### src/rtl/rom_stream_writer.sv
// Packs the ROM-loading byte stream into 16-bit LE words, buffers them and writes them to SDRAM.
// Optional GBA header capture is enabled by defining ROMWRITER_HEADER_EN.
module rom_stream_writer #(
  parameter int unsigned FIFO_DEPTH = 8,
  parameter logic [22:0] ROM_BASE   = 23'h000000,
  parameter logic [22:0] CRAM_BASE  = 23'h700000,
  parameter logic [22:0] BIOS_BASE  = 23'h780000
) (
  input  logic        clk,
  input  logic        resetn,
  input  logic [2:0]  rom_loading,
  input  logic [7:0]  rom_do,
  input  logic        rom_do_valid,
  output logic        mem_req,
  input  logic        mem_ack,
  output logic [22:0] mem_addr,
  output logic [15:0] mem_wdata,
  output logic [1:0]  mem_be,
  output logic        busy,
  output logic        done,
  output logic        overflow,
  output logic [23:0] load_size,
  output logic [31:0] game_code,
  output logic        hdr_valid
);

  localparam int unsigned AW = $clog2(FIFO_DEPTH);

  typedef enum logic [1:0] {IDLE, LOAD, FLUSH, DRAIN} state_t;

  logic [1:0]  rst_sync;
  logic        rst_n_i;
  state_t      state;
  logic [2:0]  load_type;
  logic [22:0] base;
  logic [23:0] offset;
  logic [7:0]  pack_lo;
  logic [AW:0] wr_ptr, rd_ptr;
  logic [40:0] fifo_mem [FIFO_DEPTH];
  logic [40:0] head, push_word;
  logic [22:0] word_addr;
  logic        full, pop, can_push, byte_in, push_en;

  // Reset asserts asynchronously, releases two clocks after resetn rises.
  always_ff @(posedge clk or negedge resetn) begin
    if (!resetn) rst_sync <= '0;
    else         rst_sync <= {rst_sync[0], 1'b1};
  end
  assign rst_n_i = rst_sync[1];

  assign head      = fifo_mem[rd_ptr[AW-1:0]];
  assign full      = (wr_ptr[AW] != rd_ptr[AW]) && (wr_ptr[AW-1:0] == rd_ptr[AW-1:0]);
  assign mem_req   = (wr_ptr != rd_ptr);
  assign pop       = mem_req && mem_ack;
  assign can_push  = !full || pop;
  assign byte_in   = (state == LOAD) && rom_do_valid && (rom_loading == load_type);
  assign word_addr = base + {offset[22:1], 1'b0};
  assign mem_addr  = mem_req ? head[40:18] : '0;
  assign mem_wdata = mem_req ? head[17:2]  : '0;
  assign mem_be    = mem_req ? head[1:0]   : '0;

  always_comb begin
    push_en   = 1'b0;
    push_word = {word_addr, 8'h00, pack_lo, 2'b01};
    if (byte_in && offset[0]) begin
      push_en   = can_push;
      push_word = {word_addr, rom_do, pack_lo, 2'b11};
    end else if (state == FLUSH && offset[0]) begin
      push_en   = can_push;
    end
  end

  always_ff @(posedge clk) begin
    if (push_en) fifo_mem[wr_ptr[AW-1:0]] <= push_word;
  end

  always_ff @(posedge clk or negedge rst_n_i) begin
    if (!rst_n_i) begin
      state     <= IDLE;
      load_type <= '0;
      base      <= '0;
      offset    <= '0;
      pack_lo   <= '0;
      wr_ptr    <= '0;
      rd_ptr    <= '0;
      busy      <= 1'b0;
      done      <= 1'b0;
      overflow  <= 1'b0;
      load_size <= '0;
`ifdef ROMWRITER_HEADER_EN
      game_code <= '0;
      hdr_valid <= 1'b0;
`endif
    end else begin
      done <= 1'b0;
      if (push_en) wr_ptr <= wr_ptr + 1'b1;
      if (pop)     rd_ptr <= rd_ptr + 1'b1;
      case (state)
        IDLE: begin
          if (rom_loading == 3'd1 || rom_loading == 3'd2 || rom_loading == 3'd4) begin
            state     <= LOAD;
            load_type <= rom_loading;
            base      <= (rom_loading == 3'd1) ? ROM_BASE :
                         (rom_loading == 3'd2) ? CRAM_BASE : BIOS_BASE;
            offset    <= '0;
            pack_lo   <= '0;
            wr_ptr    <= '0;
            rd_ptr    <= '0;
            load_size <= '0;
            overflow  <= 1'b0;
            busy      <= 1'b1;
`ifdef ROMWRITER_HEADER_EN
            hdr_valid <= 1'b0;
`endif
          end
        end
        LOAD: begin
          // Any change of type ends this load; a new nonzero type restarts from IDLE after drain.
          if (rom_loading != load_type) begin
            state <= FLUSH;
          end else if (rom_do_valid) begin
            offset <= offset + 1'b1;
            if (load_size != '1) load_size <= load_size + 1'b1;
            if (!offset[0])     pack_lo  <= rom_do;
            else if (!can_push) overflow <= 1'b1;
`ifdef ROMWRITER_HEADER_EN
            if (load_type == 3'd1 && offset[23:2] == 22'h2B) begin
              game_code[8*offset[1:0] +: 8] <= rom_do;
              if (offset[1:0] == 2'b11) hdr_valid <= 1'b1;
            end
`endif
          end
        end
        FLUSH: begin
          if (!offset[0] || can_push) state <= DRAIN;
        end
        DRAIN: begin
          if (!mem_req) begin
            state <= IDLE;
            done  <= 1'b1;
            busy  <= 1'b0;
          end
        end
        default: state <= IDLE;
      endcase
    end
  end

`ifndef ROMWRITER_HEADER_EN
  assign game_code = '0;
  assign hdr_valid = 1'b0;
`endif

endmodule

### config.mk
export PLATFORM = sky130hd
export DESIGN_NAME = rom_stream_writer
export DESIGN_NICKNAME = d
export VERILOG_FILES = /design/src/rtl/rom_stream_writer.sv
export SDC_FILE = /design/constraint.sdc
export NUM_CORES = 1
export LEC_CHECK = 0
export ABC_AREA = 1
export BUFFER_PORTS_ARGS = -buffer_cell sky130_fd_sc_hd__buf_2
export CAP_MARGIN = 10
export CORE_MARGIN = 2
export CORE_UTILIZATION = 56
export CTS_CLUSTER_SIZE = 40
export DETAILED_ROUTE_END_ITERATION = 8
export GPL_TIMING_DRIVEN = 0
export PLACE_DENSITY = 0.75
export SETUP_SLACK_MARGIN = 0.05
export SYNTH_ARGS = -nofsm -noshare
export SYNTH_HDL_FRONTEND = slang
export SYNTH_SLANG_ARGS = --single-unit
### constraint.sdc
create_clock -name clk -period 2.54 [get_ports clk]
set_input_delay 0.254 -clock clk [delete_from_list [all_inputs] [get_ports clk]]
set_output_delay 0.254 -clock clk [all_outputs]
set_load 0.02 [all_outputs]
Word level (Yosys, flattened, before mapping) --
Memory sizes are Yosys's and may differ from the RTL's. Cells that the tools add are included.
Storage, ports and cells: register bits 97, RAM bits 328, word-level logic and storage cells 107, memories kept 1
Memory list:
- fifo_mem | depth 8, width 41, rd ports 1, clocked after Yosys merged registers in 0, wr ports 1, line 39 | logic [40:0] fifo_mem [FIFO_DEPTH];
Cells by class: $add $sub $neg 5, equal/unequal tests 22, mux-type cells 45, reduce and logical (&&, ||, !) cells 22
Operators by type and width (number):
- 2-to-1 mux 24 bit | 6
- one-hot mux 24 bit (2 select lines) | 2
- adder 24 x 1 -> 24 bit, second input constant | 2
- 2-to-1 mux 23 bit | 2
- 2-to-1 mux 8 bit | 4
- 2-to-1 mux 4 bit | 6
- inequality test 24 bit, second input constant | 1
- adder 23 bit | 1
- 2-to-1 mux 20 bit | 1
- 2-to-1 mux 18 bit | 1
- 2-to-1 mux 16 bit | 1
- one-hot mux 8 bit (2 select lines) | 1
- inequality test 2 bit, second input constant | 7
- 2-to-1 mux 1 bit | 13
- 2-to-1 mux 2 bit | 5
- AND reduction 5 bit | 2
- adder 4 x 1 -> 4 bit, second input constant | 2
- one-hot mux 2 bit (4 select lines) | 1
- AND reduction 4 bit | 2
- == test 3 bit | 2
- logical AND 1 bit | 6
- inequality test 2 x 1 -> 1 bit, second input constant | 3
- AND reduction 6 bit | 1
- == test 2 bit, second input constant | 2
- 14 further kinds | 20

Logic depth before layout (Yosys ltp) --
depth after elaboration 9, depth in mapped cells 12, depth with buffers taken out 11

Least setup slack after synthesis --
Ideal clock, no wire load.
kind register to register, start reg state[1], end mem fifo_mem[6][10] (enable), library setup time 0.533 ns, arrival time 5.152 ns, data required time 2.007 ns, path slack -3.145 ns, cell stages (with the launch flop) 10, clock period less this slack 5.685 ns, cells stage by stage dfrtp_1 > inv_1 > ha_1 > buf_2 > nand2_1 > nor2_1 > nand4_2 > nand2_1 > nand2_2 > nor4_1
Between the ends: cells in the longest elaborated chain, start to end 7, elaborated cells on any way between the ends 10
RTL lines:
- from (decl) | line 33 | state_t state;
- from (signal assigned) | line 79 | state <= IDLE;
- from (signal assigned) | line 101 | state <= LOAD;
- from (signal assigned) | line 120 | state <= FLUSH;
- == test 2 x 1 -> 1 bit | line 56 | assign byte_in = (state == LOAD) && rom_do_valid && (rom_loading == load_type);
- logical AND 1 bit (2 in a row) | line 56
- logical AND 1 bit | line 65 | if (byte_in && offset[0]) begin
- 2-to-1 mux 1 bit (*) | line 65
- 2-to-1 mux 1 bit (*) | line 74 | if (push_en) fifo_mem[wr_ptr[AW-1:0]] <= push_word;
- 2-to-1 mux 1 bit (implied by the code) (*) | line 74
- to (decl) | line 39
Mark *: on every way between the ends. The rest lies on a longest branch, timed or not.

Worst setup path in the final report --
start reg rd_ptr[0], end out mem_wdata[15]
Between the ends: cells in the longest elaborated chain, start to end 2, elaborated cells on any way between the ends 3
RTL lines:
- from (decl) | line 38 | logic [AW:0] wr_ptr, rd_ptr;
- from (signal assigned) | line 97 | if (pop) rd_ptr <= rd_ptr + 1'b1;
- memory read (8 x 41 bit) / inequality test 4 bit (equally long branches)
- 2-to-1 mux 16 bit (*) | line 59 | assign mem_wdata = mem_req ? head[17:2] : '0;
- to (decl) | line 17 | output logic [15:0] mem_wdata,
Marks and branches as above.

==> impl_results.md <==
- Run status: finished, violations left
- Violated checks: negative setup slack
- Drc violations: 0
- Most frequent cell after synthesis: nor2_1
- Placed instance count: 2188
- Area grow syn2layout: 25.1%
- Total Wirelength: 48100 µm
- Switching share of power: 39.7%
- GRT Overall Usage: 29.9%
- Flop-to-flop setup slack: 0.03 ns
- Die H: 179 µm
- Top post-synthesis cells by count: 387 x nor2_1, 312 x edfxtp_1, 272 x nand2_1
- CTS tree: yes
- Worst EP required: 2.29 ns
- CP max FO: 10
- Largest net degree at the start of global routing: 53
- NumNets Final: 1915
- Die ar.: 32000 µm²
- FFs w/ async S/R, synth: 19.4%
- Avg WL per Cell: 20.8 µm
- Sinks on Clock Net: 387
- Final Cell Area: 21400 µm²
- CTS buffer count: 40
- Max clock buf depth: 3
- Layout cells sized above 1: 21.4%
- Crit path DAT: 2.42 ns
- Post-route ant nets: 0
- Share of the synthesized area in the top cell type: 54.7%
- TritonRoute pass-1 iters: 6
- Final hold violation count: 0
- Crit path cell chain: buf_4, buf_12, buf_12, nor2_1, nor2_1, o21ai_1, o21ai_1, o21ai_2, a31oi_4, buf_6
- Fmax: 0.373 GHz
- Hpwl dp: 27900 µm
- Final WS setup: -0.139 ns
- CORE AREA: 30300 µm²
- Worst-margin pin slew: 1.01 ns
- Setup Skew: 0.0220 ns
- H-tree levels: 2
- Vias in the first global route: 13300
- RSZ-0062 raised after global routing: yes
- Switch Pwr: 9.74 mW
- Dpl cell area: 18500 µm²
- Maximum vdd drop: 0.524 mV
- Max cap viols: 0
- Synth top area cells: edfxtp_1 55%, dfrtp_1 11%, nor2_1 8.5%
- Slowest Stage Delay on Critical Path: 0.47 ns
- Row Count: 64
- Storage cell area: 11300 µm²
- Initial DRC Count: 1842
- Crit path max-delay family: buffers and inverters
- Initial antenna violation count: 1
- Pleak: 8.24 nW
- Tcrit/Tclk final: 105%
- Worst Path Buf+Inv: 4
- Vias per cell: 5.79
- Number of synthesized flops with an enable pin: 312
- Starting Density: 56.5%
- Rel. slew slack: 32.3%
- FILL cells: 2032
- # diodes: 0
- Register area share after synthesis: 65.6%
- Root Driver: clkbuf_16
- Int Power: 14.8 mW
- Port Buffers: 82
- Critical path class: reg -> out
- Via count of the routed design: 13400
- CP Launch Type: flip-flop
- Final min period: 2.68 ns
- Sequential share of power: 30.1%
- Width of the die: 179 µm
- Flops & latches, synth: 387
- Hold Crit Class: in -> async
- Setup violators final: 39
- Warnings, synthesis: 0
- Crit. End Element: output pin
- Placement Setup Slack: -0.556 ns
- IO Pins: 117
- Avg Synthesized Cell Area: 10.3 µm²
- Area of the multi-input gates: 5860 µm²
- Clock transition at path regs: 0.06 ns
- Total gr overflow: 0
- Post-synth top area cell: edfxtp_1
- First-pass GRT wire length: 71700 µm
- Slowest cell on the critical path: dfrtp_2
- P per Cell Area: 1140 nW/µm²
- Final Util: 70.7%
- Synth unique cells: 36
- Placer Congestion: 0.900
- Clock share of power: 23.8%
- Total chip power: 24.5 mW
- Clock latency on the worst-skew pair: 0.54 ns
- Final Slew Violations: 0
- Final std cells w/o fill: 2314
- Mapped cell area: 17100 µm²
- Post-Syn Instances: 1667
- Combinational share of power: 46.1%
- Top_reg_cell synth: edfxtp_1
-- routing by layer --
metal	routed length, µm	track usage [%]	up-vias
met3	4440	5.20	162
met1	17100	36.3	6388
met5	0	0	-
li1	-	-	6065
met4	2160	14.2	0
met2	24400	51.9	793
-- cell families after synthesis --
group	Yosys count	share of synthesized area, %
AOI/OAI and AO/OA	319	9.66
xor gates and xnor gates	31	1.58
adders and majority gates	13	0.993
buffers and inverters	177	4.91
DFF	387	65.6
other	2	0.0438
and+or+nand+nor	738	17.2
-- through the flow --
stage,TNS (ns),hold slack (ns)
floorplan,-25.23,-0.0416
global placement,-305.92,0.0416
detailed placement,-92.15,0.0427
CTS,-3.90,0.0258
global route,-7.55,0.0444
finish,-2.38,0.0377
-- cell type report --
cell class	count	area share, %
multi-input cells	1139	27.3
clock buffers	50	4.98
clock inverters	23	1.11
repair buffers	145	6.44
flip-flops and latches	387	52.5
well taps	396	2.31
plain buffers	110	4.21
inverters	64	1.13
-- flip-flops by register name, summed over array words and instances, names as in the netlist --
| signal | cells |
|---|---|
| state | 2 |
| pack_lo | 8 |
| done | 1 |
| overflow | 1 |
| offset | 23 |
| load_type | 3 |
| busy | 1 |
| load_size | 24 |
| rd_ptr | 4 |
| wr_ptr | 4 |
| fifo_mem | 312 |
| base | 2 |
| rst_sync | 2 |
-- power groups by stage --
stage | clock network (mW) | logic (mW) | registers [mW]
2_1_floorplan | 0 | 5.05 | 7.44
3_5_place_dp | 0 | 7.83 | 7.48
5_1_grt | 6.11 | 12.0 | 7.40
3_3_place_gp | 0 | 7.60 | 7.49
6_report | 5.83 | 11.3 | 7.38
4_1_cts | 5.84 | 10.1 | 7.36
-- repair_timing --
action | CTS | global route
setup endpoints to repair | 340 | 259
cloned | 8 | 1
gates resized for setup | 235 | 142
setup buffers | 33 | 7
pin swaps | 20 | 12
endpoints found under the hold margin | 11 | 0
hold buffers | 10 | 0
-- cell usage in the layout (no fill, tap or decap), types with 5 or more instances in the layout --
| cell type | synthesis | layout |
|---|---|---|
| clkinv_2 | 0 | 7 |
| o21ai_4 | 0 | 16 |
| a21oi_1 | 5 | 5 |
| dlygate4sd3_1 | 0 | 10 |
| clkbuf_16 | 0 | 46 |
| nand2_2 | 5 | 6 |
| inv_1 | 59 | 56 |
| clkbuf_2 | 0 | 13 |
| a31oi_4 | 0 | 12 |
| conb_1 | 2 | 35 |
| nand3_1 | 50 | 50 |
| o21ai_1 | 11 | 56 |
| a31oi_1 | 39 | 25 |
| buf_8 | 0 | 9 |
| buf_4 | 35 | 86 |
| clkbuf_1 | 37 | 15 |
| edfxtp_1 | 312 | 312 |
| clkbuf_8 | 0 | 5 |
| buf_6 | 1 | 25 |
| nor2_2 | 0 | 6 |
| o21ai_0 | 260 | 168 |
| nor2_4 | 2 | 13 |
| buf_2 | 30 | 65 |
| dfrtp_1 | 75 | 71 |
| buf_12 | 0 | 17 |
| xor2_1 | 14 | 14 |
| nand2_4 | 0 | 5 |
| o21ai_2 | 0 | 31 |
| xnor2_1 | 17 | 16 |
| inv_2 | 3 | 5 |
| clkbuf_4 | 0 | 8 |
| nand2_1 | 272 | 266 |
| clkinv_1 | 2 | 8 |
| ha_1 | 12 | 11 |
| or2_2 | 7 | 7 |
| nor2_1 | 387 | 373 |
-- worst register-to-register path, delay by kind of cell (launching register included) --
| kind | cells | cell delay (ns) |
|---|---|---|
| AND/OR/NAND/NOR | 7 | 0.82 |
| buffers and inverters | 6 | 0.86 |
| flip-flops | 1 | 0.48 |
-- worst paths after layout --
check | to | start | cells past startpoint
worst max-delay path | mem_wdata[15] | rd_ptr[0] | 10
worst min-delay path | rst_sync[0] | resetn | 2
worst max register to register | fifo_mem[5][30] | rd_ptr[0] | 13
worst min register to register | busy | rst_sync[1] | 0
max in group asynchronous | offset[14] | rst_sync[1] | 1
min in group clk | base[19] | rom_loading[2] | 3
Note: power is estimated with default switching activity, not from simulation.
